==> src/rtl/pc_gen_pkg.sv <==
// pc_gen_pkg: shared definitions for the program-counter generator.
//   INSTR_BYTES : fetch granule in bytes (sequential PC step).
//   pc_state_e  : fetch FSM state encoding (FAULT only exists when
//                 PC_MISALIGN_CHECK_EN is defined).
package pc_gen_pkg;

  localparam int unsigned INSTR_BYTES = 4;

  typedef enum logic [1:0] {
    BOOT  = 2'b00,
    RUN   = 2'b01
`ifdef PC_MISALIGN_CHECK_EN
    ,
    FAULT = 2'b10
`endif
  } pc_state_e;

endpackage

==> src/rtl/pc_gen.sv <==
// pc_gen: program-counter generator with a valid/ready fetch request.
//
// Configuration macro: PC_MISALIGN_CHECK_EN
//   defined   - a redirect to a non word-aligned target loads that target,
//               withdraws the fetch request and parks in FAULT with
//               misalign_o=1 until a trap or reset.
//   undefined - redirect targets are force-aligned (low two bits cleared)
//               and misalign_o is tied low.
//
// Ports:
//   clk               : clock, all state changes on the rising edge
//   reset             : synchronous active-high reset
//   stall_i           : pipeline stall, blocks sequential advance only
//   redirect_i        : branch/jump taken, load redirect_target_i
//   redirect_target_i : branch/jump target address
//   trap_i            : trap request, load TRAP_VECTOR (highest priority)
//   fetch_ready_i     : instruction memory accepts the current request
//   fetch_valid_o     : fetch request valid at pc_o (registered)
//   pc_o              : current fetch address (registered)
//   pc_plus4_o        : pc_o + 4, wrapping modulo 2^XLEN
//   misalign_o        : last redirect target was not word aligned
module pc_gen
  import pc_gen_pkg::*;
#(
  parameter int unsigned          XLEN         = 32,
  parameter logic [XLEN-1:0]      RESET_VECTOR = 32'h0000_0000,
  parameter logic [XLEN-1:0]      TRAP_VECTOR  = 32'h0000_0100
) (
  input  logic            clk,
  input  logic            reset,
  input  logic            stall_i,
  input  logic            redirect_i,
  input  logic [XLEN-1:0] redirect_target_i,
  input  logic            trap_i,
  input  logic            fetch_ready_i,
  output logic            fetch_valid_o,
  output logic [XLEN-1:0] pc_o,
  output logic [XLEN-1:0] pc_plus4_o,
  output logic            misalign_o
);

  localparam logic [XLEN-1:0] STEP_BYTES = XLEN'(INSTR_BYTES);
  localparam logic [XLEN-1:0] ALIGN_MASK = ~XLEN'(INSTR_BYTES - 1);

  pc_state_e       state_r;
  logic            advance_s;
  logic [XLEN-1:0] target_s;
`ifdef PC_MISALIGN_CHECK_EN
  logic            target_misaligned_s;
`endif

  // Sequential increment; the adder simply wraps at 2^XLEN.
  assign pc_plus4_o = pc_o + STEP_BYTES;

  // Handshake completion and the effective redirect address.
  always_comb begin
    advance_s = fetch_valid_o & fetch_ready_i & ~stall_i;
`ifdef PC_MISALIGN_CHECK_EN
    // Keep the raw target so the faulting address is visible on pc_o.
    target_s            = redirect_target_i;
    target_misaligned_s = |redirect_target_i[1:0];
`else
    target_s = redirect_target_i & ALIGN_MASK;
`endif
  end

`ifndef PC_MISALIGN_CHECK_EN
  assign misalign_o = 1'b0;
`endif

  // Fetch FSM with registered pc/valid/misalign outputs.
  always_ff @(posedge clk) begin
    if (reset) begin
      state_r       <= BOOT;
      pc_o          <= RESET_VECTOR;
      fetch_valid_o <= 1'b0;
`ifdef PC_MISALIGN_CHECK_EN
      misalign_o    <= 1'b0;
`endif
    end else begin
      case (state_r)
        BOOT: begin
          // Redirects and traps are ignored until the first request is up.
          state_r       <= RUN;
          pc_o          <= RESET_VECTOR;
          fetch_valid_o <= 1'b1;
        end
        RUN: begin
          if (trap_i) begin
            pc_o          <= TRAP_VECTOR;
            fetch_valid_o <= 1'b1;
          end else if (redirect_i) begin
            // A redirect cancels any unaccepted request, so ready/stall are moot.
            pc_o <= target_s;
`ifdef PC_MISALIGN_CHECK_EN
            if (target_misaligned_s) begin
              state_r       <= FAULT;
              fetch_valid_o <= 1'b0;
              misalign_o    <= 1'b1;
            end else begin
              fetch_valid_o <= 1'b1;
            end
`else
            fetch_valid_o <= 1'b1;
`endif
          end else if (advance_s) begin
            pc_o <= pc_plus4_o;
          end else begin
            // Request must stay stable until the memory accepts it.
            pc_o <= pc_o;
          end
        end
`ifdef PC_MISALIGN_CHECK_EN
        FAULT: begin
          if (trap_i) begin
            state_r       <= RUN;
            pc_o          <= TRAP_VECTOR;
            fetch_valid_o <= 1'b1;
            misalign_o    <= 1'b0;
          end else begin
            pc_o <= pc_o;
          end
        end
`endif
        default: begin
          // Unreachable encodings recover through the boot sequence.
          state_r       <= BOOT;
          pc_o          <= RESET_VECTOR;
          fetch_valid_o <= 1'b0;
`ifdef PC_MISALIGN_CHECK_EN
          misalign_o    <= 1'b0;
`endif
        end
      endcase
    end
  end

endmodule

==> config.mk <==
export PLATFORM = sky130hd
export DESIGN_NAME = pc_gen
export DESIGN_NICKNAME = d
export VERILOG_FILES = /design/src/rtl/pc_gen_pkg.sv /design/src/rtl/pc_gen.sv
export SDC_FILE = /design/constraint.sdc
export NUM_CORES = 1
export LEC_CHECK = 0
export ABC_AREA = 1
export CORE_MARGIN = 2
export CORE_UTILIZATION = 43
export CTS_CLUSTER_DIAMETER = 100
export CTS_CLUSTER_SIZE = 24
export DETAILED_ROUTE_END_ITERATION = 8
export PLACE_DENSITY = 0.82
export SLEW_MARGIN = 20
export SYNTH_ARGS = -nofsm -noshare
export SYNTH_HDL_FRONTEND = slang
export SYNTH_SLANG_ARGS = --single-unit
==> constraint.sdc <==
create_clock -name clk -period 2 [get_ports clk]
set_input_delay 0.5 -clock clk [delete_from_list [all_inputs] [get_ports clk]]
set_output_delay 0.5 -clock clk [all_outputs]
set_load 0.01 [all_outputs]
# Word level (Yosys, flattened, before mapping)
# Index checks and enable logic that the tools add are counted.
# totals
mem_bits_ro,0
output_inout_bits,66
reg_bits,35
mem_count,0
latchBits,0
mem_bits_rw,0
# op_classes
n_mux,7
magnitude_cmp,0
add_sub_neg,1
bitwise,4
n_eq_ne,2
div_mod_pow,0
reduce_logical,6
shift,0
multipliers,0
# ops
op,count
$mux 32,2
$add 32x3->32 const B,1
$mux 9,1
$pmux 2 s2,1
$reduce_or 4->1,1
$ne 3x3->1 const B,1
$reduce_bool 3->1,1
$reduce_or 3->1,1
$and 1x1->1,2
$eq 2x1->1 const B,1
$logic_not 2->1,1
$mux 1,2
$not 1->1,2
$pmux 1 s2,1
$reduce_bool 2->1,1
$reduce_or 2->1,1

# Longest topological paths before layout
# Gate-level depths: netlist (run 1).
# depth
ltp_word,5
ltp_mapped,10
mapped_depth_nobuf,10

# Worst setup path before layout (run 1)
# OpenSTA, ideal clock, no wires.
# synth_path
path_type,register to output
startpoint,reg pc_o[2]
endpoint,out pc_plus4_o[18]
stages_incl_launch_ff,7
required_ps,1500
t_arrival_ps,1314
n_path_buf,0
slack_ps,186
path_cell_list,dfxtp_1 > ha_1 > nand2_1 > nor2_2 > nand2_2 > nor2_4 > xor2_2
# synth_between
elab_chain_cells,1
# synth_lines
element,line,rtl
start: declaration,pc_gen.sv:37,"output logic [XLEN-1:0] pc_o,"
start signal: assignment,pc_gen.sv:94,pc_o <= target_s;
start signal: assignment,pc_gen.sv:107,pc_o <= pc_plus4_o;
start signal: assignment,pc_gen.sv:110,pc_o <= pc_o;
$add 32x3->32,pc_gen.sv:53,assign pc_plus4_o = pc_o + STEP_BYTES;
end: declaration,pc_gen.sv:38,"output logic [XLEN-1:0] pc_plus4_o,"
# Every way passes these cells.

# Final worst setup path (run 1)
# layout_path
startpoint,reg pc_o[2]
endpoint,out pc_plus4_o[20]
# Same word-level chain as after synthesis.

==> results.json, run 1 <==
{
  "status": "finished, violations left",
  "violations": "setup timing",
  "cts.clk_slew.worst_paths_ns": 0.08,
  "gp_congestion": 0.9605,
  "fin_crit_sh_pct": 117.2,
  "grt_pass1_vias": 3222,
  "pwr-share-seq_pct": 43.2,
  "switching_share_pct": 29.24,
  "final_area_sq_mm": 0.004334,
  "grt_antenna_before_repair": 0,
  "maxCapViolCount": 0,
  "stdcell_count": 635,
  "final_nets": 603,
  "dp_cells": 591,
  "fmax_mhz": 426.8,
  "fin_skew_ns": 0.006479,
  "cp-end-kind": "primary output",
  "drtIter0Drc": 345,
  "holdCritPathClass": "reg2reg",
  "via_per_inst": 5.609,
  "wl_per_cell_microns": 18.78,
  "fin_crit_ns": 2.343,
  "crit_type": "reg2out",
  "final_cell_mix": "nand2_1, clkdlybuf4s50_1, buf_4",
  "clock-sinks": 32,
  "ctsRootBufferMaster": "clkbuf_8",
  "synth-warning-count": 0,
  "hold_violations": 0,
  "synth_cell_type_count": 27,
  "peakVddDrop_v": 0.0003181,
  "switchingPower_mw": 0.4501,
  "vias": 3562,
  "arrival_ns": 1.84,
  "drive_above_1_share_pct": 36.11,
  "seq_area_frac_synth_pct": 27.19,
  "portBuffers": 96,
  "ant_nets": 0,
  "p_leak_nw": 2.012,
  "cts_hold_buf": 0,
  "drv_slew": 0,
  "dp_hpwl_microns": 6181,
  "die_h_microns": 78.02,
  "drc": 0,
  "overflow": 0,
  "post_dp_cell_area_sq_mm": 0.003747,
  "antenna_cells": 0,
  "grt_pass1_wl_microns": 15050,
  "p_comb_share_pct": 20.7,
  "initial_utilization_pct": 45.26,
  "crit_fanout": 4,
  "clkPwrFrac_pct": 36.1,
  "cts_buffers": 5,
  "fp.dieW_microns": 78.02,
  "routed_wl_microns": 11930,
  "grt_usage_pct": 31.21,
  "coreArea_sq_mm": 0.005205,
  "final_common_cell": "nand2_1",
  "grt_max_degree": 32,
  "setup_tns_ns": -6.320,
  "ioPinCount": 104,
  "p_int_mw": 1.089,
  "h-tree-depth": 2,
  "power_mw": 1.539,
  "finalWorstSetupSlack_ns": -0.3431,
  "p_per_area_mw_per_mm2": 355.1,
  "start_kind": "flip-flop",
  "firstDrtPassIters": 6,
  "fill_cells": 305,
  "dieArea_sq_mm": 0.006087,
  "cts_buffer_depth": 2,
  "synth.cell_area_sq_mm": 0.002356,
  "rsz0062_at_grt": "yes",
  "report.final.setup_viol": 28,
  "synthCells": 386,
  "rows": 26,
  "area_growth_pct": 83.96,
  "cts_tree": "done",
  "synth_area_per_cell_sq_um": 6.104,
  "ys_ff_latch": 32,
  "cp.required_ns": 1.50,
  "clock_latency_ns": 0.30
}
## through the flow
stage	worst slack (ns)	util, %	hold WS, ns
after CTS	-0.2061	78.15	0.4617
after global placement	-0.2705	72.00	0.4458
after floorplan	0.1864	-	0.4326
final	-0.3431	83.27	0.4766
after detailed placement	-0.3001	72.00	0.4514
after global routing	-0.3729	83.27	0.4972
## power by group through the flow
| stage | registers (mW) | logic [mW] | clock network (mW) |
|---|---|---|---|
| 6_report | 0.665 | 0.318 | 0.556 |
| 5_1_grt | 0.666 | 0.335 | 0.566 |
| 4_1_cts | 0.663 | 0.291 | 0.531 |
| 3_5_place_dp | 0.677 | 0.289 | 0 |
| 3_3_place_gp | 0.677 | 0.283 | 0 |
| 2_1_floorplan | 0.688 | 0.103 | 0 |
## final timing paths
kind / start / endpoint / slack [ns] / cells past startpoint
min: state_r[0] / pc_o[8] / 0.48 / 2
min reg2reg: state_r[0] / pc_o[8] / 0.48 / 2
max reg2reg: pc_o[2] / pc_o[30] / 0.12 / 12
max: pc_o[2] / pc_plus4_o[20] / -0.34 / 10
## synthesized netlist by cell type
cell type    n  area share [%]
xnor2_1      4             1.5
and2_1       3            0.80
buf_1        2            0.32
nor2_4       7             3.3
a41oi_1      1            0.37
xor2_2       8             5.5
nor2_2       4             1.1
a22oi_1      1            0.32
a311oi_1     1            0.37
buf_4        5             1.6
clkbuf_1     6            0.96
nand2_1    159              25
nor2_8       2             1.7
conb_1       1            0.16
inv_2        2            0.32
a21oi_1     23             4.9
nor2_1      31             4.9
xor2_1       3             1.1
inv_1       45             7.2
ha_1         1            0.53
o21ai_0     13             2.8
buf_2        3            0.64
a31oi_1      7             1.9
dfxtp_1     32              27
nand2_4      1            0.48
nand2_2      6             1.6
nand3_1     15             3.2
## metal layers
metal / vias to the layer above / share of wire, % / track usage, %
met4: 0 / 7.5 / 15.79
met1: 1621 / 35 / 34.37
met2: 331 / 47 / 56.21
li1: 1521 / - / -
met3: 89 / 11 / 6.897
met5: - / 0 / 0
## final cells by class
type	count	area (sq um)	share of cell area, %
Clock buffer	6	82.58	1.905
Tap cell	70	87.58	2.021
Clock inverter	2	10.01	0.2309
Sequential cell	32	659.4	15.21
Timing Repair Buffer	183	1623	37.44
Multi-Input combinational cell	295	1695	39.12
Inverter	47	176.4	4.070
## critical path, stage by stage (launching register included)
cell,delay (ns)
dfxtp_2,0.38
ha_4,0.18
nand2_4,0.07
nor2_4,0.16
nand2_4,0.11
buf_6,0.14
nor2_4,0.12
nand2_1,0.09
nand2_1,0.09
nand2_2,0.08
buf_6,0.13
## cell families (layout without fill, tap and decap cells)
kind of cell | Yosys count | count (layout) | share of synthesized area, %
xor+xnor | 15 | 15 | 8.125
other cells | 1 | 5 | 0.1592
flops | 32 | 32 | 27.19
fa+ha+maj | 1 | 1 | 0.5310
compound gates | 46 | 46 | 10.57
buf+inv | 63 | 238 | 10.99
simple gates | 228 | 228 | 42.43
## state kept, by name, indices dropped and copies added, names as in the netlist
name / count
fetch_valid_o: 1
pc_o: 30
state_r: 1
## timing repair
item,CTS,global route
gates resized for setup,153,46
endpoints found under the hold margin,0,0
setup endpoints to repair,29,28
setup buffers,25,11
pin swaps,30,24
Note: power is estimated with default switching activity, not from simulation.
==> run 2, diff against run 1 <==
CAP_MARGIN = 10   (was unset)
CORE_ASPECT_RATIO = 0.5   (was unset)
==> results.json, run 2 (synthesis results as in run 1) <==
{
  "status": "finished, violations left",
  "violations": "setup timing",
  "cts_hold_buf": 0,
  "rsz0062_at_grt": "yes",
  "ctsRootBufferMaster": "clkbuf_8",
  "drive_above_1_share_pct": 37.79,
  "cts_tree": "done",
  "fin_hold_ws_ns": 0.4734,
  "finalWorstSetupSlack_ns": -0.2735,
  "final_nets": 608,
  "fp.dieW_microns": 108.7,
  "post_dp_cell_area_sq_mm": 0.003772,
  "crit_type": "reg2out",
  "whs_endpoint": "pc_o[8]",
  "cts_buffer_depth": 2,
  "report.final.setup_viol": 26,
  "fmax_mhz": 439.9,
  "r2r_slack_ns": 0.01,
  "firstDrtPassIters": 5,
  "grt_max_degree": 22,
  "cp-end-kind": "primary output",
  "gp_congestion": 0.9194,
  "fin_skew_ns": 0.007344,
  "peakVddDrop_v": 0.0002752,
  "coreArea_sq_mm": 0.005090,
  "r2r_cells": 16,
  "slowest_stage": "dfxtp_4",
  "final_common_cell": "nand2_1",
  "fin_crit_sh_pct": 113.7,
  "cp.required_ns": 1.50,
  "die_h_microns": 56.34,
  "start_kind": "flip-flop",
  "ioPinCount": 104,
  "crit_top_cell": "buf_6",
  "setup_tns_ns": -5.088,
  "initial_utilization_pct": 46.29,
  "maxCapViolCount": 0,
  "cts.clk_slew.worst_paths_ns": 0.07,
  "antenna_cells": 0,
  "grt_antenna_before_repair": 0,
  "p_leak_nw": 2.024,
  "cts_buffers": 5,
  "arrival_ns": 1.77,
  "clock-sinks": 32,
  "crit_buf_inv": 5,
  "power_mw": 1.483,
  "drc": 0,
  "dp_cells": 596,
  "dieArea_sq_mm": 0.006123,
  "holdPathStages": 2,
  "p_per_area_mw_per_mm2": 335.2,
  "largest_reg_flops": 30,
  "grt_pass1_wl_microns": 14580,
  "cp_top_family": "simple AND/OR/NAND/NOR gates",
  "ant_nets": 0,
  "drv_slew": 0,
  "clock_latency_ns": 0.30,
  "routed_wl_microns": 10640,
  "stdcell_count": 639,
  "r2r-start": "pc_o[2]",
  "slowest_delay_ns": 0.37,
  "portBuffers": 96,
  "hp-start": "state_r[0]",
  "dp_hpwl_microns": 5792,
  "final_cell_mix": "nand2_1, buf_4, clkdlybuf4s50_1",
  "vias": 3377,
  "overflow": 0,
  "drtIter0Drc": 267,
  "area_growth_pct": 87.84,
  "fin_crit_ns": 2.273,
  "hold_violations": 0,
  "holdCritPathClass": "reg2reg",
  "rows": 18,
  "final_area_sq_mm": 0.004425,
  "grt_pass1_vias": 3131,
  "regMostFlops": "pc_o",
  "cp_cell_sequence": "buf_6, inv_4, nor2_4, nand2_4, buf_6, nor2_8, buf_6, nand2_2, nand2_2, nand2_2, buf_6",
  "via_per_inst": 5.285,
  "rr_endpoint": "pc_o[21]",
  "wl_per_cell_microns": 16.64,
  "reg.largest.list": "pc_o: 30 flops, fetch_valid_o: 1 flops, state_r: 1 flops",
  "grt_usage_pct": 30.37,
  "crit_fanout": 4,
  "h-tree-depth": 2
}
run 2: changes by cell type in the layout (fill, tap and decap cells not counted), sizes merged:
cell | previous run | this run
dlygate4sd2 | 1 | 0
buf | 114 | 119
clkinv | 2 | 1
clkbuf | 6 | 7
run 2: where the power goes:
group	internal [mW]	switching, mW	leakage, nW
sequential	0.649	0.0149	0.266
combinational	0.167	0.146	1.72
clock	0.237	0.269	0.0410
run 2: layout make-up:
class | count | area, sq um
Multi-Input combinational cell | 295 | 1733
Timing Repair Buffer | 188 | 1687
Fill cell | 262 | 664.4
Sequential cell | 32 | 661.9
Inverter | 47 | 178.9
Tap cell | 70 | 87.58
Clock buffer | 6 | 72.57
Clock inverter | 1 | 5.005
run 2: worst register-to-register path, stage by stage, from the launching register on:
cell and delay [ns]:
dfxtp_4 0.37, buf_6 0.11, inv_4 0.04, nor2_4 0.17
nand2_4 0.11, buf_6 0.15, nor2_8 0.12, buf_12 0.11
nand2_4 0.04, nand2_2 0.05, nand2_2 0.07, buf_6 0.11
buf_6 0.10, buf_6 0.10, buf_4 0.12, nand2_1 0.05
a21oi_1 0.06
run 2: per-stage QoR:
step / setup WS [ns] / utilization [%]
finish: -0.2735 / 86.95
global route: -0.3326 / 86.95
floorplan: 0.1864 / -
detailed placement: -0.3229 / 74.12
CTS: -0.2167 / 81.37
global placement: -0.2807 / 74.12
run 2: how the worst max path moves through the flow:
stage,cells after the start,start,to,slack [ns]
floorplan,6,pc_o[2],pc_plus4_o[18],0.19
global placement,7,pc_o[2],pc_plus4_o[18],-0.28
detailed placement,7,pc_o[2],pc_plus4_o[18],-0.32
CTS,9,pc_o[3],pc_plus4_o[15],-0.22
global route,8,pc_o[2],pc_plus4_o[16],-0.33
finish,11,pc_o[2],pc_plus4_o[25],-0.27
run 2: timing repair:
action	4_1_cts	5_1_grt
buffers inserted	34	7
endpoints found under the hold margin	0	0
gates cloned	0	0
resized for setup	154	68
pin swaps	21	41
endpoints found under the setup margin	29	31
run 2: per-layer routing:
layer / global-route usage (%) / routed length (microns)
met2: 52.86 / 5060
met4: 10.99 / 512
met5: 0 / 0
met1: 37.84 / 4182
met3: 5.110 / 881
==> run 3, diff against run 2 <==
GPL_ROUTABILITY_DRIVEN = 0   (was unset)
==> results of run 3 <==
Final layout, timing and power as in run 2 (identical DEF).
